<file path="config.mk">
export PLATFORM = sky130hd
export DESIGN_NAME = gin_multicast_receiver
export DESIGN_NICKNAME = d
export VERILOG_FILES = /design/src/rtl/gin_multicast_receiver.sv
export SDC_FILE = /design/constraint.sdc
export NUM_CORES = 1
export LEC_CHECK = 0
export BUFFER_PORTS_ARGS = -buffer_cell sky130_fd_sc_hd__buf_4
export CORE_MARGIN = 5
export CORE_UTILIZATION = 49
export DETAILED_ROUTE_END_ITERATION = 10
export GPL_TIMING_DRIVEN = 0
export PLACE_DENSITY = 0.74
export RECOVER_POWER = 25
export SLEW_MARGIN = 15
export SYNTH_ARGS = -nofsm -noshare
export SYNTH_HDL_FRONTEND = slang
export SYNTH_SLANG_ARGS = --single-unit
</file>
<file path="constraint.sdc">
create_clock -name clk -period 2.4 [get_ports clk]
set_clock_uncertainty 0.05 [all_clocks]
set_input_delay 0 -clock clk [delete_from_list [all_inputs] [get_ports clk]]
set_output_delay 0 -clock clk [all_outputs]
set_load 0.005 [all_outputs]
</file>
<file path="src/rtl/gin_multicast_receiver.sv">
// Tag-addressed multicast of one payload to a ROWS x COLS PE array using loadable Y/X IDs.
// Latency 1 from accept to pe_valid/no_match; in_ready stays low until every addressed PE has accepted.
module gin_multicast_receiver #(
   parameter int DATA_W = 32,
   parameter int ROWS   = 6,
   parameter int COLS   = 8
) (
   input  logic                   clk,
   input  logic                   rst_n,
   input  logic                   set_id,
   input  logic                   cfg_valid,
   input  logic [4:0]             cfg_id,
   output logic                   cfg_done,
   input  logic                   in_valid,
   output logic                   in_ready,
   input  logic [DATA_W-1:0]      in_data,
   input  logic [2:0]             in_tag_y,
   input  logic [4:0]             in_tag_x,
   output logic [ROWS*COLS-1:0]   pe_valid,
   input  logic [ROWS*COLS-1:0]   pe_ready,
   output logic [DATA_W-1:0]      pe_data,
   output logic                   no_match
);

   localparam int NPE   = ROWS * COLS;
   localparam int NBEAT = ROWS + NPE;
   localparam int BW    = $clog2(NBEAT + 1);

   typedef enum logic [1:0] {ST_CFG, ST_READY, ST_DELIVER} state_t;

   state_t            state, state_nxt;
   logic [BW-1:0]     beat;
   logic [2:0]        yid [ROWS];
   logic [4:0]        xid [NPE];
   logic [NPE-1:0]    pending;
   logic [NPE-1:0]    match;
   logic [NPE-1:0]    remaining;
   logic              accept;
   logic              hit;
   logic              last_beat;
   logic              cfg_wr;

   // YID 7 / XID 31 are reserved as "disabled"; a tag carrying them never matches.
   for (genvar g = 0; g < NPE; g++) begin : g_match
      assign match[g] = (yid[g / COLS] == in_tag_y) && (xid[g] == in_tag_x) &&
                        (in_tag_y != 3'd7) && (in_tag_x != 5'd31);
   end

   assign hit       = |match;
   assign accept    = in_valid && (state == ST_READY);
   assign last_beat = (beat == BW'(NBEAT - 1));
   assign cfg_wr    = (state == ST_CFG) && cfg_valid && !set_id;
   assign remaining = pending & ~pe_ready;
   assign pe_valid  = pending;

   always_ff @(posedge clk or negedge rst_n) begin
      if (!rst_n) begin
         state <= ST_CFG;
      end else begin
         state <= state_nxt;
      end
   end

   always_comb begin
      state_nxt = state;
      if (set_id) begin
         state_nxt = ST_CFG;
      end else begin
         case (state)
            ST_CFG:     if (cfg_valid && last_beat) state_nxt = ST_READY;
            ST_READY:   if (accept && hit)          state_nxt = ST_DELIVER;
            ST_DELIVER: if (remaining == '0)        state_nxt = ST_READY;
            default:                                state_nxt = ST_CFG;
         endcase
      end
   end

   always_comb begin
      in_ready = (state == ST_READY);
      cfg_done = (state != ST_CFG);
   end

   always_ff @(posedge clk or negedge rst_n) begin
      if (!rst_n) begin
         beat <= '0;
         for (int i = 0; i < ROWS; i++) yid[i] <= 3'd7;
         for (int i = 0; i < NPE; i++)  xid[i] <= 5'd31;
      end else if (set_id) begin
         beat <= '0;
      end else if (cfg_wr) begin
         beat <= beat + 1'b1;
         for (int i = 0; i < ROWS; i++) begin
            if (beat == BW'(i)) yid[i] <= cfg_id[2:0];
         end
         for (int i = 0; i < NPE; i++) begin
            if (beat == BW'(ROWS + i)) xid[i] <= cfg_id;
         end
      end
   end

   // A packet that hits nobody is consumed here: only no_match reports it.
   always_ff @(posedge clk or negedge rst_n) begin
      if (!rst_n) begin
         pending  <= '0;
         pe_data  <= '0;
         no_match <= 1'b0;
      end else begin
         no_match <= 1'b0;
         if (set_id) begin
            pending <= '0;
         end else if (accept) begin
            if (hit) begin
               pending <= match;
               pe_data <= in_data;
            end else begin
               no_match <= 1'b1;
            end
         end else if (state == ST_DELIVER) begin
            pending <= remaining;
         end
      end
   end

endmodule

</file>
; ---- Word level (Yosys, flattened, before mapping)
; Index checks and enable logic that the tools add are counted.
[totals]
ff_bits = 347
in_bits = 98
[classes]
bitwise_logic = 3
n_mux = 14
n_eq_ne = 115
n_addsub = 1
reduce_logical = 214
[ops]
columns = operator, count
row1 = $eq 5x5->1, 48
row2 = $mux 48, 4
row3 = $reduce_and 3->1, 56
row4 = $logic_and 1x1->1, 149
row5 = $eq 6x6->1 const B, 22
row6 = $eq 6x5->1 const B, 16
row7 = $and 48x48->48, 1
row8 = $eq 6x4->1 const B, 8
row9 = $logic_not 48->1, 1
row10 = $not 48->48, 1
row11 = $reduce_or 48->1, 1
row12 = $eq 6x3->1 const B, 4
row13 = $eq 3x3->1, 6
row14 = $eq 6x2->1 const B, 2
row15 = $mux 6, 2
row16 = $ne 3x2->1 const B, 3
row17 = $mux 2, 4
row18 = $add 6x1->6 const B, 1
row19 = $eq 6x1->1 const B, 1
row20 = $logic_not 6->1, 1
row21 = $ne 3x3->1 const B, 2
row22 = $pmux 2 s3, 1
row23 = $ne 5x5->1 const B, 1
row24 = $reduce_bool 2->1, 2
row25 = other kinds (8), 10

; ---- Depth between registers and ports, before layout
; Gate-level depths: netlist (run 1).
[logic_depth]
ltp_word = 9
depth_mapped = 13
mapped_depth_nobuf = 8

; ---- Least setup slack after synthesis (run 1)
; No wires, ideal clock.
[synth_path]
kind = register -> register
startpoint = register yid[6] (netlist bit)
endpoint = register pe_data[10]
n_path_buf = 2
t_arrival_ps = 2398
setup_ps = 125
stages_incl_launch_ff = 11
slack_ps = -173
synth_period_minus_slack_ps = 2573
cell_sequence = dfstp_2 > xor2_1 > nor3_2 > nand2_1 > nor4_1 > nor4_1 > and2_1 > buf_6 > a21oi_4 > buf_6 > mux2_4
[synth_between]
elab_chain_cells = 6
elab_cells_between_ends = 27
cone_classes = 1 x eq/ne / 26 x reduce/logical
[synth_rtl]
columns = element, line_no
row1 = from (decl), 33  ; logic [2:0] yid [ROWS];
row2 = "from (signal, indexed assignment)", 93  ; if (beat == BW'(i)) yid[i] <= cfg_id[2:0];
row3 = $eq 3x3->1 (*), 45  ; assign match[g] = (yid[g / COLS] == in_tag_y) && (xid[g] == in_tag_x) &&
row4 = $logic_and 1x1->1 (2 in a row), 45
row5 = $logic_and 1x1->1, 46  ; (in_tag_y != 3'd7) && (in_tag_x != 5'd31);
row6 = $reduce_or 48->1 (*), 49  ; assign hit = |match;
row7 = $reduce_and 3->1 (no source line) (*), --
row8 = to (signal assigned), 114  ; pe_data <= in_data;
row9 = to (decl), 21  ; output logic [DATA_W-1:0] pe_data,
; Every way passes the cells marked *; elsewhere a longest branch is shown, timed or not.
; A chain may end at the register's enable or synchronous reset.

; ---- Worst setup path in the final report (run 1)
[layout_path]
startpoint = register yid[9] (netlist bit)
endpoint = register pe_data[3]
; Same word-level chain as after synthesis.

==> results.toml, run 1 <==
[finish]
syn_to_final_growth_pct = 28.2
drive_gt1_share_pct = 52.0
diodes = 0
stdcell_area_um2 = 23200
nNetsFinal = 1950
fillers = 2633

[grt]
grt_usage_pct = 28.1
antenna_found_initial = 0
grt_util_met1_pct = 36.8
gr-usage-met3_pct = 5.31
grt_use_met2_pct = 46.4
grt_max_degree = 103
overflow = 0
grt_pass1_vias = 14035
grt_pass1_wl_um = 88300
top_usage_layer = "met2"

[critical_path]
cpMaxStageDelayCell = "dfstp_2"
r2r_slack_ns = -0.38
crit_required_ns = 2.77
critPathMaxStageDelay_ns = 0.55
cp-end-kind = "flop"
r2r-start = "yid[9]"
crit_chain = "xor2_2 > nor3_4 > buf_12 > nand4_1 > nand4_1 > nor4_4 > and2_4 > a21oi_4 > buf_12 > clkbuf_16 > mux2_4"
reg2reg_depth = 11
crit_fanout = 6
cp.arrival_ns = 3.15
worstSetupPathType = "flop to flop"
start_kind = "flop"
r2r_end = "pe_data[3]"

[floorplanning]
rows = 70
die_area_um2 = 40900
core-area_um2 = 36500
die_height_um = 202
ios = 181
die_w_um = 202
start_util_pct = 49.5

[synth]
synth_top_cell_area_share_pct = 37.5
netlist_area_um2 = 18100
synth_flop_cell = "dfstp_2"
seq_area_frac_synth_pct = 49.8
synth.avg_cell_area_um2 = 11.9
ys_ff_latch = 347
synth_cell_types = 54
synth.area.top_cells = "dfstp_2, mux2_2, dfrtp_1, xor2_1, xnor2_1"
synth_fp_nets = 1620
yosys_warnings = 0
yosysMostFrequentCell = "mux2_2"
synth_cells = 1518
async_reset_ff_share_pct = 100
synth_commonest_cells = "mux2_2, dfstp_2, xor2_1"
synth_area_leader_cell = "dfstp_2"
synth_edf_count = 0

[timing]
fin_crit_sh_pct = 116
min_period_ns = 2.78
rsz0062_at_grt = "yes"
hold_viol_final = 0
worst_pin_slew_ns = 1.42
setup_violations = 83
fin_ws_ns = -0.378
timing.hold.ws_ns = 0.0535
slew_viol_final = 0
slew_headroom_pct = 5.13
fmax_ghz = 0.360

[clocking]
cts_tree = "done"
path_clk_slew_ns = 0.07
clock-root-buffer = "clkbuf_16"
numCtsBuffers = 37
clk_latency_ns = 0.54
clock_path_buffers = 3
cts_num_sinks = 347
htreeDepth = 2

[pwr]
vdd_drop_max_mv = 0.371
p_switching_mw = 4.20
p_leak_nw = 9.88
cellPowerDensity_nw_per_um2 = 654
clockPowerShare_pct = 37.4
p_sw_share_pct = 27.7
power_frac_comb_pct = 19.5
p_seq_share_pct = 43.0
p_int_mw = 11.0

[route]
drc = 0
dr.pass1.iters = 5
vias_per_cell = 5.85
drt-wirelength-per-cell_um = 25.5
drt_wl_total_um = 59700
route.vias.total = 13697
dr.first_iter.drc_count = 1183
antenna_left = 0

[min_path]
holdCritPathClass = "input port to flop"
whs_path_depth = 2
hp-start = "cfg_id[4]"
holdPathEnd = "xid[229]"

[placement]
dp_hpwl_um = 40300
pre_cts_slack_ns = -1.12
placed_cell_area_um2 = 20000
place_congestion = 0.953
io_buffer_count = 167

[status]
outcome = "finished with violations"
failed_checks = "setup timing"

[run]
cap_violations = 0
## metal layers
layer / share of wire, % / wire length [µm]
met1: 40 / 24100
met5: 0 / 0
met2: 48 / 28500
met3: 7.7 / 4570
met4: 4.2 / 2510
## worst max-delay path, delay by kind of cell (launching register included)
kind | cells | cell delay, ns
AOI/OAI and AO/OA | 1 | 0.06
and+or+nand+nor | 5 | 1.04
muxes | 1 | 0.30
xor gates and xnor gates | 1 | 0.20
buffers and inverters | 3 | 0.46
DFF | 1 | 0.55
## how the worst max path moves through the flow
stage	slack [ns]	from	depth (start not counted)	end
after floorplan	-0.10	yid[7]	10	pe_data[10]
after global placement	-1.87	rst_n	1	pe_data[10]
after detailed placement	-1.12	yid[10]	10	pe_data[22]
after CTS	-0.42	yid[6]	11	pe_data[22]
after global routing	-0.46	yid[9]	11	pe_valid[41]
final	-0.38	yid[9]	11	pe_data[3]
## per-stage QoR
step | setup TNS [ns] | std cells | power (mW) | utilization (%)
2_1_floorplan | -2.96 | 1518 | 7.85 | -
3_3_place_gp | -450.86 | 2153 | 8.92 | 54.6
3_5_place_dp | -118.86 | 2156 | 9.00 | 54.8
4_1_cts | -25.45 | 2328 | 15.0 | 62.4
5_1_grt | -59.55 | 2342 | 15.6 | 63.5
6_report | -23.96 | 2342 | 15.2 | 63.5
## power groups by stage
stage               Combinational, mW  Clock (mW)  Sequential [mW]
floorplan                        1.32           0             6.53
global route                     3.12        5.96             6.56
detailed placement               2.45           0             6.55
CTS                              2.79        5.72             6.50
global placement                 2.40           0             6.52
finish                           2.96        5.68             6.53
## cells in the final DEF (no fill, tap or decap), drive strengths merged, types with 16 or more instances in the layout
master	instances
mux2	290
dfstp	258
buf	219
xor2	183
clkbuf	136
dfrtp	89
dlygate4sd3	84
xnor2	79
nor2	68
nor3	61
nand3	58
inv	47
a21oi	46
o21ai	43
nand2	41
nand4	23
a21o	21
o2bb2ai	16
## cells by family (layout without fill, tap and decap cells)
logic type	after synthesis	after routing	share of synthesized area (%)
flops	347	347	49.8
simple gates	299	299	8.29
buf+inv	141	497	3.96
compound gates	175	175	6.36
fa+ha+maj	4	4	0.277
mux	290	290	18.7
xor+xnor	262	262	12.7
## final cells by class
cell class,instances,area (µm²),area share [%]
Clock inverter,13,129,0.556
Tap cell,468,586,2.53
Timing Repair Buffer,294,2590,11.2
Inverter,45,169,0.728
Sequential cell,347,9010,38.8
Clock buffer,52,1050,4.54
Buffer,93,609,2.63
Multi-Input combinational cell,1030,9050,39.0
## sequential cells by signal, summed over array words and instances (netlist names)
signal and count:
beat 6, state 2, xid 240, pe_data 32, yid 18, pe_valid 48, no_match 1
## repair_timing
| item | CTS | global route |
|---|---|---|
| endpoints found under the hold margin | 181 | 0 |
| pin swaps | 18 | 12 |
| setup buffers | 23 | 13 |
| hold buffers | 84 | 0 |
| cloned | 2 | 2 |
| endpoints found under the setup margin | 272 | 233 |
| resized for setup | 130 | 70 |
Power figures use the tool's default switching activity.
==> run 2: changes to the inputs <==
CORE_MARGIN = 2   (was 5)
==> run 2 against run 1 <==
Net effect: the flow finishes with violations (capacitance limit, slew limit, setup timing); sequential power hardly changed; hold slack improved by 0.031 ns; power increased by 3.4%; global-route usage grew 2.7 points; critical path depth grew 1; combinational power down 2%; non-clock buffer count down 5; maximum frequency decreased by 3.4%; final area hardly changed; register-to-register slack got worse by 0.097 ns; first-iteration DRC count decreased by 0.25%; critical path type unchanged.
==> results.toml, run 2 (synthesis gave the netlist of run 1 again) <==
[status]
outcome = "finished with violations"
failed_checks = "capacitance limit, slew limit, setup timing"

[floorplanning]
rows = 70
die_area_um2 = 38500
die_height_um = 196
start_util_pct = 49.5
die_w_um = 196
ios = 181
core-area_um2 = 36500

[clocking]
htreeDepth = 2
cts_num_sinks = 347
clock-root-buffer = "clkbuf_16"
clock_path_buffers = 3
clk_latency_ns = 0.54
path_clk_slew_ns = 0.07
cts_tree = "done"
numCtsBuffers = 39

[finish]
final_util_pct = 63.5
regMostFlops = "xid"
nNetsFinal = 1947
final_cells = 2341
drive_gt1_share_pct = 51.6
diodes = 0
layout_common_cells = "mux2_2, dfstp_2, buf_4, xor2_1, dfrtp_1"
final_common_cell = "mux2_2"
syn_to_final_growth_pct = 28.3
largest_register_ffs = 240

[route]
antenna_left = 0
drc = 0
dr.first_iter.drc_count = 1180
route.vias.total = 13640
dr.pass1.iters = 5
drt_wl_total_um = 59400
vias_per_cell = 5.83
drt-wirelength-per-cell_um = 25.4

[placement]
place_congestion = 0.940
dp_hpwl_um = 40800
io_buffer_count = 167
dp.cells = 2156

[timing]
fin_ws_ns = -0.476
setup_violations = 83
fmax_ghz = 0.348
slew_headroom_pct = -29.9
slew_viol_final = 71
fin_crit_sh_pct = 120
hold_viol_final = 0
worst_pin_slew_ns = 1.95
min_period_ns = 2.88
rsz0062_at_grt = "yes"

[critical_path]
crit_fanout = 5
worstSetupPathType = "flop to flop"
cp.arrival_ns = 3.25
cp-end-kind = "flop"
cpMostUsedCell = "buf_6"
critical_path.top_delay_family = "simple AND/OR/NAND/NOR gates"
start_kind = "flop"
reg2reg_depth = 12
crit_required_ns = 2.78
worst-path-buf-inv = 4
crit_chain = "xor2_2 > nor3_4 > buf_4 > nand2_4 > nor4_4 > nor4_2 > and2_1 > buf_6 > a21oi_4 > buf_6 > buf_8 > mux2_4"
cpMaxStageDelayCell = "dfstp_2"
critPathMaxStageDelay_ns = 0.56
cp_num_cells = 12

[grt]
grt_pass1_vias = 14010
grt_pass1_wl_um = 88200
overflow = 0
antenna_found_initial = 2
grt_usage_pct = 30.7
grt_max_degree = 109

[pwr]
cellPowerDensity_nw_per_um2 = 676
p_leak_nw = 9.89
vdd_drop_max_mv = 0.459

[run]
cap_violations = 1

[min_path]
whs_path_depth = 2
holdCritPathClass = "input port to flop"
-- run 2: layout make-up --
| cell class | instances | area (µm²) |
|---|---|---|
| fill | 2738 | 13300 |
| sequential | 347 | 9010 |
| multi-input combinational | 1030 | 8970 |
| timing repair buffer | 288 | 2520 |
| clock buffer | 55 | 1160 |
| buffer | 94 | 599 |
| tap | 468 | 586 |
| clock inverter | 14 | 195 |
| inverter | 45 | 169 |
-- run 2: metrics by stage --
stage / hold slack (ns) / setup TNS [ns] / setup WS (ns) / power [mW] / cell area [µm²]
floorplan: -0.346 / -2.96 / -0.104 / 7.85 / 18100
global placement: 0.183 / -476.21 / -1.85 / 8.95 / 19900
detailed placement: -0.0286 / -139.93 / -1.24 / 9.01 / 20000
CTS: 0.0235 / -26.57 / -0.429 / 15.6 / 23100
global route: 0.0992 / -65.89 / -0.523 / 16.2 / 23200
finish: 0.0841 / -28.97 / -0.476 / 15.7 / 23200
-- run 2: path summary, 6_finish.rpt --
path | start | end | slack, ns
max | yid[7] | pe_data[16] | -0.48
min | cfg_id[0] | xid[130] | 0.08
max reg2reg | yid[7] | pe_data[16] | -0.48
min reg2reg | pe_data[14] | pe_data[14] | 0.46
max in group asynchronous | rst_n | xid[107] | 0.11
min in group asynchronous | rst_n | pe_valid[35] | 0.49
-- run 2: repair_timing --
item	CTS	global route
pin swaps	18	14
setup endpoints to repair	282	206
setup buffers	29	2
hold buffers	84	0
resized for setup	143	23
cloned	3	1
endpoints found under the hold margin	207	0
-- run 2: metal layers --
| layer | wire length [µm] | GRT usage (%) |
|---|---|---|
| met1 | 24400 | 40.0 |
| met2 | 28000 | 51.2 |
| met3 | 4070 | 4.73 |
| met4 | 2930 | 13.2 |
| met5 | 18 | 0 |
-- run 2: report_power, final --
part / switching, mW / internal (mW)
combinational: 1.49 / 1.40
clock: 2.47 / 3.80
sequential: 0.268 / 6.26
total: 4.24 / 11.5
